File: config.mk
export PLATFORM = sky130hd
export DESIGN_NAME = uart_tx_dev
export DESIGN_NICKNAME = d
export VERILOG_FILES = /design/src/rtl/uart_tx_dev.sv
export SDC_FILE = /design/constraint.sdc
export NUM_CORES = 1
export LEC_CHECK = 0
export BUFFER_PORTS_ARGS = -buffer_cell sky130_fd_sc_hd__buf_2
export CAP_MARGIN = 20
export CORE_ASPECT_RATIO = 2
export CORE_UTILIZATION = 50
export DETAILED_ROUTE_END_ITERATION = 16
export MAX_ROUTING_LAYER = met4
export PLACE_DENSITY_LB_ADDON = 0.3
export SYNTH_ARGS = -nofsm -noshare
export SYNTH_HDL_FRONTEND = slang
export SYNTH_SLANG_ARGS = --single-unit
File: constraint.sdc
create_clock -name clk -period 4.7 [get_ports clk]
set_input_delay 0 -clock clk [delete_from_list [all_inputs] [get_ports clk]]
set_output_delay 0 -clock clk [all_outputs]
set_load 0.02 [all_outputs]
File: src/rtl/uart_tx_dev.sv
// Memory-mapped 8N1 UART transmitter: register port, small transmit FIFO and a
// bit-serial shifter driving a registered TxD line at a programmable bit rate.
`timescale 1ns/1ps

module uart_tx_dev #(
   parameter int FIFO_DEPTH = 4
) (
   input  logic        clk,
   input  logic        reset,
   input  logic [31:2] Addr,
   input  logic        WE,
   input  logic [31:0] Din,
   output logic [31:0] Dout,
   output logic        IRQ,
   output logic        TxD
);

   localparam int PW = (FIFO_DEPTH > 1) ? $clog2(FIFO_DEPTH) : 1;
   localparam int CW = $clog2(FIFO_DEPTH + 1);

   localparam logic [1:0] S_IDLE  = 2'd0;
   localparam logic [1:0] S_START = 2'd1;
   localparam logic [1:0] S_DATA  = 2'd2;
   localparam logic [1:0] S_STOP  = 2'd3;

   localparam logic [1:0] A_CTRL   = 2'd0;
   localparam logic [1:0] A_DATA   = 2'd1;
   localparam logic [1:0] A_STATUS = 2'd2;
   localparam logic [1:0] A_DIV    = 2'd3;

   logic [7:0]    r_mem [FIFO_DEPTH];
   logic [PW-1:0] r_wptr;
   logic [PW-1:0] r_rptr;
   logic [CW-1:0] r_count;
   logic          r_en;
   logic          r_ie;
   logic          r_ovf;
   logic [15:0]   r_div;
   logic [1:0]    r_state;
   logic          r_lead;
   logic [2:0]    r_bit;
   logic [15:0]   r_cnt;
   logic [7:0]    r_shift;
   logic          r_txd;

   logic          w_full;
   logic          w_empty;
   logic          w_busy;
   logic [15:0]   w_dive;
   logic          w_tick;
   logic          w_pop;
   logic          w_wr_data;
   logic          w_push;
   logic [7:0]    w_head;
   logic [4:0]    w_count5;
   logic          w_unused;

   assign w_full    = (r_count == CW'(FIFO_DEPTH));
   assign w_empty   = (r_count == '0);
   assign w_busy    = (r_state != S_IDLE);
   assign w_dive    = (r_div == 16'd0) ? 16'd1 : r_div;
   // Compared against the live divisor; >= keeps a lowered DIV from overrunning a bit.
   assign w_tick    = (r_cnt >= w_dive - 16'd1);
   assign w_pop     = ((r_state == S_IDLE) || ((r_state == S_STOP) && w_tick)) && r_en && !w_empty;
   assign w_wr_data = WE && (Addr[3:2] == A_DATA);
   assign w_push    = w_wr_data && (!w_full || w_pop);
   assign w_head    = r_mem[r_rptr];
   assign w_count5  = 5'(r_count);
   assign w_unused  = ^{Addr[31:4], Din[31:16]};

   // NOTE: storage carries no reset; the pointers and count alone define FIFO contents.
   always_ff @(posedge clk) begin
      if (w_push) r_mem[r_wptr] <= Din[7:0];
   end

   // NOTE: non-blocking assignments for all state so every register samples pre-edge values.
   always_ff @(posedge clk) begin
      if (reset) begin
         r_en    <= 1'b0;
         r_ie    <= 1'b0;
         r_div   <= 16'd0;
         r_ovf   <= 1'b0;
         r_wptr  <= '0;
         r_rptr  <= '0;
         r_count <= '0;
      end else begin
         if (WE && (Addr[3:2] == A_CTRL)) begin
            r_en <= Din[0];
            r_ie <= Din[1];
         end
         if (WE && (Addr[3:2] == A_DIV)) r_div <= Din[15:0];

         if (WE && (Addr[3:2] == A_STATUS)) r_ovf <= 1'b0;
         else if (w_wr_data && w_full && !w_pop) r_ovf <= 1'b1;

         if (w_push) r_wptr <= r_wptr + PW'(1);
         if (w_pop)  r_rptr <= r_rptr + PW'(1);
         case ({w_push, w_pop})
            2'b10:   r_count <= r_count + CW'(1);
            2'b01:   r_count <= r_count - CW'(1);
            default: r_count <= r_count;
         endcase
      end
   end

   // A pop from IDLE spends one lead cycle in START before the start bit appears.
   always_ff @(posedge clk) begin
      if (reset) begin
         r_state <= S_IDLE;
         r_lead  <= 1'b0;
         r_bit   <= 3'd0;
         r_cnt   <= 16'd0;
         r_shift <= 8'd0;
         r_txd   <= 1'b1;
      end else begin
         case (r_state)
            S_IDLE: begin
               r_txd <= 1'b1;
               if (w_pop) begin
                  r_shift <= w_head;
                  r_state <= S_START;
                  r_lead  <= 1'b1;
                  r_cnt   <= 16'd0;
               end
            end
            S_START: begin
               if (r_lead) begin
                  r_lead <= 1'b0;
                  r_txd  <= 1'b0;
               end else if (w_tick) begin
                  r_state <= S_DATA;
                  r_bit   <= 3'd0;
                  r_cnt   <= 16'd0;
                  r_txd   <= r_shift[0];
               end else begin
                  r_cnt <= r_cnt + 16'd1;
               end
            end
            S_DATA: begin
               if (w_tick) begin
                  r_cnt <= 16'd0;
                  if (r_bit == 3'd7) begin
                     r_state <= S_STOP;
                     r_txd   <= 1'b1;
                  end else begin
                     r_bit   <= r_bit + 3'd1;
                     r_shift <= {1'b0, r_shift[7:1]};
                     r_txd   <= r_shift[1];
                  end
               end else begin
                  r_cnt <= r_cnt + 16'd1;
               end
            end
            S_STOP: begin
               if (w_tick) begin
                  r_cnt <= 16'd0;
                  if (w_pop) begin
                     r_shift <= w_head;
                     r_state <= S_START;
                     r_txd   <= 1'b0;
                  end else begin
                     r_state <= S_IDLE;
                     r_txd   <= 1'b1;
                  end
               end else begin
                  r_cnt <= r_cnt + 16'd1;
               end
            end
            default: r_state <= S_IDLE;
         endcase
      end
   end

   // NOTE: default assignment first so no path through the case leaves Dout latched.
   always_comb begin
      Dout = 32'd0;
      case (Addr[3:2])
         A_CTRL:   Dout = {30'd0, r_ie, r_en};
         A_DATA:   Dout = 32'd0;
         A_STATUS: Dout = {23'd0, w_count5, r_ovf, w_empty, w_full, w_busy};
         A_DIV:    Dout = {16'd0, r_div};
         default:  Dout = 32'd0;
      endcase
   end

   assign IRQ = r_ie && w_empty && !w_busy;
   assign TxD = r_txd;

endmodule

==> summary.md, run 1 <==
| Metric | Value |
|---|---|
| Share of post-route cells with drive strength above 1 | `about a fifth` |
| CTS Buf Count | `9` |
| Final worst-path cycle share | `just under 100%` |
| Post-layout min period | `approximately 4600 ps` |
| GP Congestion | `~0.85` |
| P_sw | `roughly 0.00053 W` |
| Worst-path clk slew | `roughly 60 ps` |
| DR iter-0 viols | `between 100 and 150` |
| Global-route wire length before repair | `17790 µm` |
| Seq cells post-synth | `91` |
| Wire length per cell | `~16 µm` |
| Clk pwr share | `between 40% and 50%` |
| CP Data Arrival Time | `roughly 4900 ps` |
| Int Pwr | `0.001528 W` |
| Worst slack, placed | `just under 40 ps` |
| I/O pins | `99` |
| Final setup violation count | `0` |
| Leading cell type in the layout, fill and taps excluded | `dfxtp_1` |
| Core area | `9384 µm²` |
| Hold slack | `16.62 ps` |
| Startpoint Class | `flop` |
| Die Ht | `141.0 µm` |
| Yosys cell types | `52` |
| Final HPWL DP | `between 8000 and 9000 µm` |
| CTS root buffer | `clkbuf_16` |
| # DRC | `0` |
| Setup TNS | `0 ps` |
| EDFF count, synth | `32` |
| Grt ovf | `0` |
| Final Hold Viols | `0` |
| IO Port Bufs | `38` |
| Initial antenna violation count | `0` |
| Mapped Avg Cell Area | `~9.7 µm²` |
| Fin nets | `~670` |
| Largest stage delay, worst path | `around 540 ps` |
| Cells after Synth | `498` |
| CTS sink cnt | `around 90` |
| Max cap viols | `0` |
| Vias in the first global route | `between 3k and 4k` |
| Clock Path Buffers | `2` |
| WL met3 | `approximately 310 µm` |
| Max Clk Rate | `roughly 220 MHz` |
| DRT Pass-1 Iters | `4` |
| Die ar. | `approximately 10000 µm²` |
| Yosys warnings | `0` |
| Mapped Area | `~4800 µm²` |
| P per Cell Area | `355.2 nW/µm²` |
| Slew Limit Headroom | `a little under three fifths` |
| Primary FF master, synth | `dfxtp_1` |
| Initial Util | `between 50% and 60%` |
| Crit-path max FO | `4` |
| # diodes | `0` |
| Critical Setup Path Class | `flop to flop` |
| Length of routed wiring on met1 | `roughly 3900 µm` |
| Synth async-reset ratio | `0%` |
| Via density | `between 5 and 6` |
| Worst Max-Slew Pin Slew | `634.9 ps` |
| Via Count | `3829` |
| Post-synthesis sequential area ratio | `~44%` |
| Leakage | `~2.4 nW` |
| Largest net degree at the start of global routing | `36` |
| CTS tree | `yes` |
| Worst path cell trace | `or4_4, or3_4, nor3_4, and2_4, nor2_2, ha_2, nand2_2, or3_4, nor3_1, xnor2_1, ha_1, nand4_1, nor3_2, nor4_2, nand4_1, buf_4, nand2_2, buf_4, o2bb2ai_1, mux2_1` |
| Met2 wire length | `~6400 µm` |
| Worst Setup Slack, final | `around 72 ps` |
| Clk_skew | `~6.4 ps` |
| Min-Delay Path Class | `primary input to flop` |
| Final Max Tran Viols | `0` |
| Die width | `approximately 70 µm` |
| Status | `complete, no violations` |
| Worst EP required | `roughly 4900 ps` |
| FP Rows | `50` |
| Slowest CP cell | `or4_4` |
| Routed Antenna Nets | `0` |
| Switching Fraction | `25.88%` |
| Gate power share | `between 15 and 20%` |
| H-tree depth | `3` |
| Clk_lat worst skew | `340 ps` |
| Max layer used | `met4` |
| Worst VDD drop | `approximately 0.3 mV` |
| Gr usage total | `between 20% and 30%` |
| Area grow syn2layout | `20.22%` |
| Sequential share of power | `between 40% and 50%` |
| WL final | `approximately 11000 µm` |
| # fillers | `~780` |
| Most frequent cells in the layout | `58 x dfxtp_1, 51 x nand2_1, 44 x nor2_1` |
| Worst Setup End Kind | `flop` |
==> per-layer routing <==
layer,up-vias,GRT usage [%]
met5,-,-
met1,1821,21.41
met2,98,45.51
met3,41,4.217
met4,0,13.11
li1,1869,-
==> registers in the layout (all words and copies together) (netlist names), named ones only <==
name	flops
r_mem	32
r_cnt	16
r_div	16
r_shift	8
r_bit	3
r_count	3
r_rptr	2
r_state	2
r_wptr	2
TxD	1
r_en	1
r_ie	1
r_lead	1
r_ovf	1
==> metrics by stage <==
| stage | utilization, % | power [W] | std cells | instance area, µm² |
|---|---|---|---|---|
| floorplan | - | 0.001108 | 513 | 4883 |
| global placement | 55.44 | 0.001192 | 646 | 5202 |
| detailed placement | 55.44 | 0.001205 | 646 | 5202 |
| CTS | 61.08 | 0.002056 | 679 | 5732 |
| global route | 61.84 | 0.002143 | 681 | 5803 |
| finish | 61.84 | 0.002061 | 681 | 5803 |
==> power groups by stage <==
stage | Sequential, W | Combinational [W] | Clock, W
after floorplan | 0.000864 | 0.000244 | 0
after global placement | 0.000864 | 0.000328 | 0
after detailed placement | 0.000866 | 0.000339 | 0
after CTS | 0.000849 | 0.000356 | 0.000852
after global routing | 0.000851 | 0.000411 | 0.000882
final | 0.000849 | 0.000375 | 0.000837
==> final timing paths <==
kind | startpoint | endpoint | slack (ps) | cells after the start
worst min-delay path | reset | flop | 20 | 2
worst max-delay path | r_div[11]$_SDFFE_PP0P_ | r_count[2]$_SDFFE_PP0P_ | 70 | 20
worst max register to register | r_div[11]$_SDFFE_PP0P_ | r_count[2]$_SDFFE_PP0P_ | 70 | 20
worst min register to register | r_shift[5]$_SDFFE_PP0P_ | r_shift[5]$_SDFFE_PP0P_ | 480 | 2
==> kinds of logic after synthesis <==
| kind of cell | Yosys count | synth area share, % |
|---|---|---|
| mux | 30 | 8.398 |
| flops | 91 | 44.38 |
| other cells | 1 | 0.07769 |
| xor+xnor | 29 | 5.262 |
| compound gates | 73 | 8.683 |
| simple gates | 191 | 19.80 |
| fa+ha+maj | 30 | 7.932 |
| buf+inv | 53 | 5.469 |
==> repair_timing <==
| action | CTS | global route |
|---|---|---|
| pin swaps | 0 | 9 |
| hold buffers | 17 | 0 |
| hold endpoints to repair | 50 | 0 |
| cloned | 0 | 0 |
| buffers inserted | 0 | 3 |
| gates resized for setup | 3 | 18 |
| endpoints found under the setup margin | 2 | 35 |
==> cell usage after synthesis, drive strengths merged (3+ instances only) <==
cell | number | area, µm²
dfxtp | 59 | 1181
nand2 | 53 | 201.5
nor2 | 47 | 178.9
a21oi | 40 | 211.5
edfxtp | 32 | 960.9
ha | 29 | 362.9
buf | 23 | 151.4
o21ai | 20 | 100.1
inv | 18 | 67.56
mux2i | 18 | 180.2
xnor2 | 18 | 157.7
and3 | 13 | 81.33
or3 | 13 | 81.33
clkbuf | 12 | 45.04
nand3 | 11 | 55.05
xor2 | 11 | 96.34
nor3 | 10 | 60.06
mux4 | 8 | 180.2
nor2b | 8 | 50.05
nand4 | 7 | 43.79
and2 | 6 | 37.54
nand2b | 6 | 37.54
nor4 | 6 | 37.54
mux2 | 4 | 45.04
o31ai | 3 | 22.52
==> worst max-delay path: cells and delay by family, from the launching register on <==
family / cells / cell delay [ps]
AND/OR/NAND/NOR: 13 / 2760
multiplexers: 1 / 330
XOR/XNOR: 1 / 140
AO/OA/AOI/OAI: 1 / 110
adder cells (fa/ha/maj): 2 / 490
buffers and inverters: 2 / 380
flip-flops: 1 / 320
==> area by class of cell <==
cell class                 count  area (µm²)  share of cell area, %
multi-input combinational    369        2541                  43.79
sequential                    91        2143                  36.93
timing repair buffer          83       570.5                  9.832
clock buffer                  10       239.0                  4.118
tap                          104       130.1                  2.242
clock inverter                 6       111.4                  1.919
inverter                      18       67.56                  1.164
No activity file was read; power rests on OpenSTA's default activity.
==> inputs of run 2 (changes only) <==
--- a/config.mk
+++ b/config.mk
@@ -8,7 +8,7 @@
 export BUFFER_PORTS_ARGS = -buffer_cell sky130_fd_sc_hd__buf_2
 export CAP_MARGIN = 20
 export CORE_ASPECT_RATIO = 2
-export CORE_UTILIZATION = 50
+export CORE_UTILIZATION = 43
 export DETAILED_ROUTE_END_ITERATION = 16
 export MAX_ROUTING_LAYER = met4
 export PLACE_DENSITY_LB_ADDON = 0.3
==> run 2 against run 1 <==
  * Sequential cell count did not move
  * First-iteration DRC count rose by 15%
  * Final cell count rose by 5.3%
  * Hold slack improved by 92 ps
  * Largest cell class unchanged
  * Register-to-register slack improved by 140 ps
  * Wire length fell by 1.9%
  * Worst setup slack improved by 140 ps
  * Count of clock-buffer cells in the layout did not move
==> summary.md, run 2 (same netlist as run 1, synthesis figures left out) <==
| Metric | Value |
|---|---|
| Status | `complete, no violations` |
| Die Ht | `between 150 and 200 µm` |
| Min-Delay Path Class | `primary input to flop` |
| # diodes | `0` |
| Max reg flops | `32` |
| Area grow syn2layout | `20.37%` |
| Multi-input logic area | `approximately 2500 µm²` |
| Global-route wire length before repair | `between 15000 and 20000 µm` |
| Share of post-route cells with drive strength above 1 | `roughly a fifth` |
| DRT Pass-1 Iters | `4` |
| Final Max Tran Viols | `0` |
| Clock Path Buffers | `2` |
| Post-layout min period | `4491 ps` |
| Final setup violation count | `0` |
| Leakage | `about 2.4 nW` |
| Slowest CP cell | `or4_1` |
| Max Clk Rate | `approximately 220 MHz` |
| Via Count | `3729` |
| Worst-path clk slew | `70 ps` |
| CTS root buffer | `clkbuf_16` |
| GP Congestion | `slightly above 0.8` |
| FF/Latch Area | `~2100 µm²` |
| Slew Limit Headroom | `~57%` |
| Fin nets | `approximately 670` |
| Largest stage delay, worst path | `530 ps` |
| Routed Antenna Nets | `0` |
| Largest net degree at the start of global routing | `50` |
| Biggest regs | `r_mem x32, r_cnt x16, r_div x16` |
| Vias in the first global route | `around 3.8k` |
| Initial Util | `44.10%` |
| Worst EP required | `approximately 5000 ps` |
| Worst Setup End Kind | `flop` |
| Reg2Reg Setup Slack | `between 200 and 250 ps` |
| CTS sink cnt | `91` |
| Total Power | `approximately 0.0020 W` |
| Hold depth | `3` |
| Most frequent cells in the layout | `59 x dfxtp_1, 51 x nand2_1, 45 x nor2_1` |
| DR iter-0 viols | `~150` |
| # placed instances | `683` |
| Via density | `~5.2` |
| # DRC | `0` |
| R2R cell count | `22` |
| Worst VDD drop | `between 0.2 and 0.3 mV` |
| Clk_lat worst skew | `about 340 ps` |
| Gr usage total | `about a fifth` |
| Top reg by flops | `r_mem` |
| Worst Max-Slew Pin Slew | `about 640 ps` |
| Die ar. | `roughly 12000 µm²` |
| Wire length per cell | `between 15 and 20 µm` |
| Initial antenna violation count | `0` |
| Max cap viols | `0` |
| Unrepaired setup endpoints after global routing | `yes` |
| Startpoint Class | `flop` |
| IO Port Bufs | `38` |
| CP Data Arrival Time | `~4700 ps` |
| Final Hold Viols | `0` |
| Clk_skew | `about 11 ps` |
| P per Cell Area | `approximately 340 nW/µm²` |
| H-tree depth | `3` |
| Final worst-path cycle share | `a little over nine tenths` |
| Critical Setup Path Class | `flop to flop` |
| FP Rows | `54` |
| WL final | `~11000 µm` |
| # fillers | `approximately 1000` |
| Crit-path max FO | `3` |
| I/O pins | `99` |
| CTS Buf Count | `9` |
| Core area | `~11000 µm²` |
| Grt ovf | `0` |
| Finished Layout Cells | `717` |
| Worst path cell trace | `or4_1, or3_4, nor3_4, and2_4, nor2_1, ha_2, nand2_2, or3_4, nor3_1, xnor2_1, ha_1, nand4_1, nor3_2, nor4_2, buf_4, nand4_1, buf_4, nand3_2, fa_2, nor3_2, o2bb2ai_1, mux2_1` |
| CTS tree | `yes` |
| Leading cell type in the layout, fill and taps excluded | `dfxtp_1` |
| Die width | `between 70 and 80 µm` |
| Final HPWL DP | `just over 8000 µm` |
-- run 2: changes by cell type in the layout (fill, tap and decap cells not counted), moves of 2 or more --
cell / delta
and2_2: -3
bufinv_16: -2
inv_6: +3
and2_1: +4
clkinv_2: -2
-- run 2: area by class of cell --
class | instances | share of cell area, %
clock buffer | 10 | 4.113
clock inverter | 6 | 1.314
tap | 140 | 3.015
multi-input combinational | 369 | 43.50
inverter | 18 | 1.163
sequential | 91 | 36.86
timing repair buffer | 83 | 10.03
-- run 2: metal layers --
metal	vias to the layer above	part of all wire (%)	GRT usage, %
li1	1868	-	-
met1	1768	38	20.34
met2	74	57	38.61
met3	19	2.5	2.823
met4	0	3.1	9.615
met5	-	0	-
-- run 2: final timing paths --
path / startpoint / endpoint
worst max register to register: r_div[11]$_SDFFE_PP0P_ / r_count[2]$_SDFFE_PP0P_
worst min-delay path: Addr[2] / r_ovf$_SDFFE_PP0P_
worst max-delay path: r_div[11]$_SDFFE_PP0P_ / r_count[2]$_SDFFE_PP0P_
worst min register to register: r_shift[0]$_SDFFE_PP0P_ / r_shift[0]$_SDFFE_PP0P_
-- run 2: through the flow --
stage,cell area (µm²),utilization [%],worst slack (ps),hold slack [ps],setup TNS (ps)
floorplan,4883,-,466.5,98.87,0
global placement,5268,48.13,32.66,245.9,0
detailed placement,5268,48.13,-25.60,251.1,-25.60
global route,5811,53.09,-39.52,167.0,-62.54
CTS,5784,52.85,1.645,101.6,0
finish,5811,53.09,209.0,108.5,0
-- run 2: report_power, final --
part,switching (W),internal [W]
registers,0.0000158,0.000832
logic,0.000210,0.000157
clock network,0.000321,0.000437
total,0.000547,0.00143
-- run 2: what timing repair did --
item                                    4_1_cts  5_1_grt
buffers inserted                              0        1
endpoints found under the setup margin        1       36
hold endpoints to repair                     49        0
pin swaps                                     3        6
gates resized for setup                       7        5
hold buffers                                 17        0
-- run 2: critical path, delay by kind of cell, from the launching register on --
| family | cells | cell delay [ps] |
|---|---|---|
| adders and majority gates | 3 | 890 |
| xor gates and xnor gates | 1 | 130 |
| muxes | 1 | 340 |
| DFF | 1 | 310 |
| buffers and inverters | 2 | 290 |
| AOI/OAI and AO/OA | 1 | 150 |
| and+or+nand+nor | 14 | 2270 |
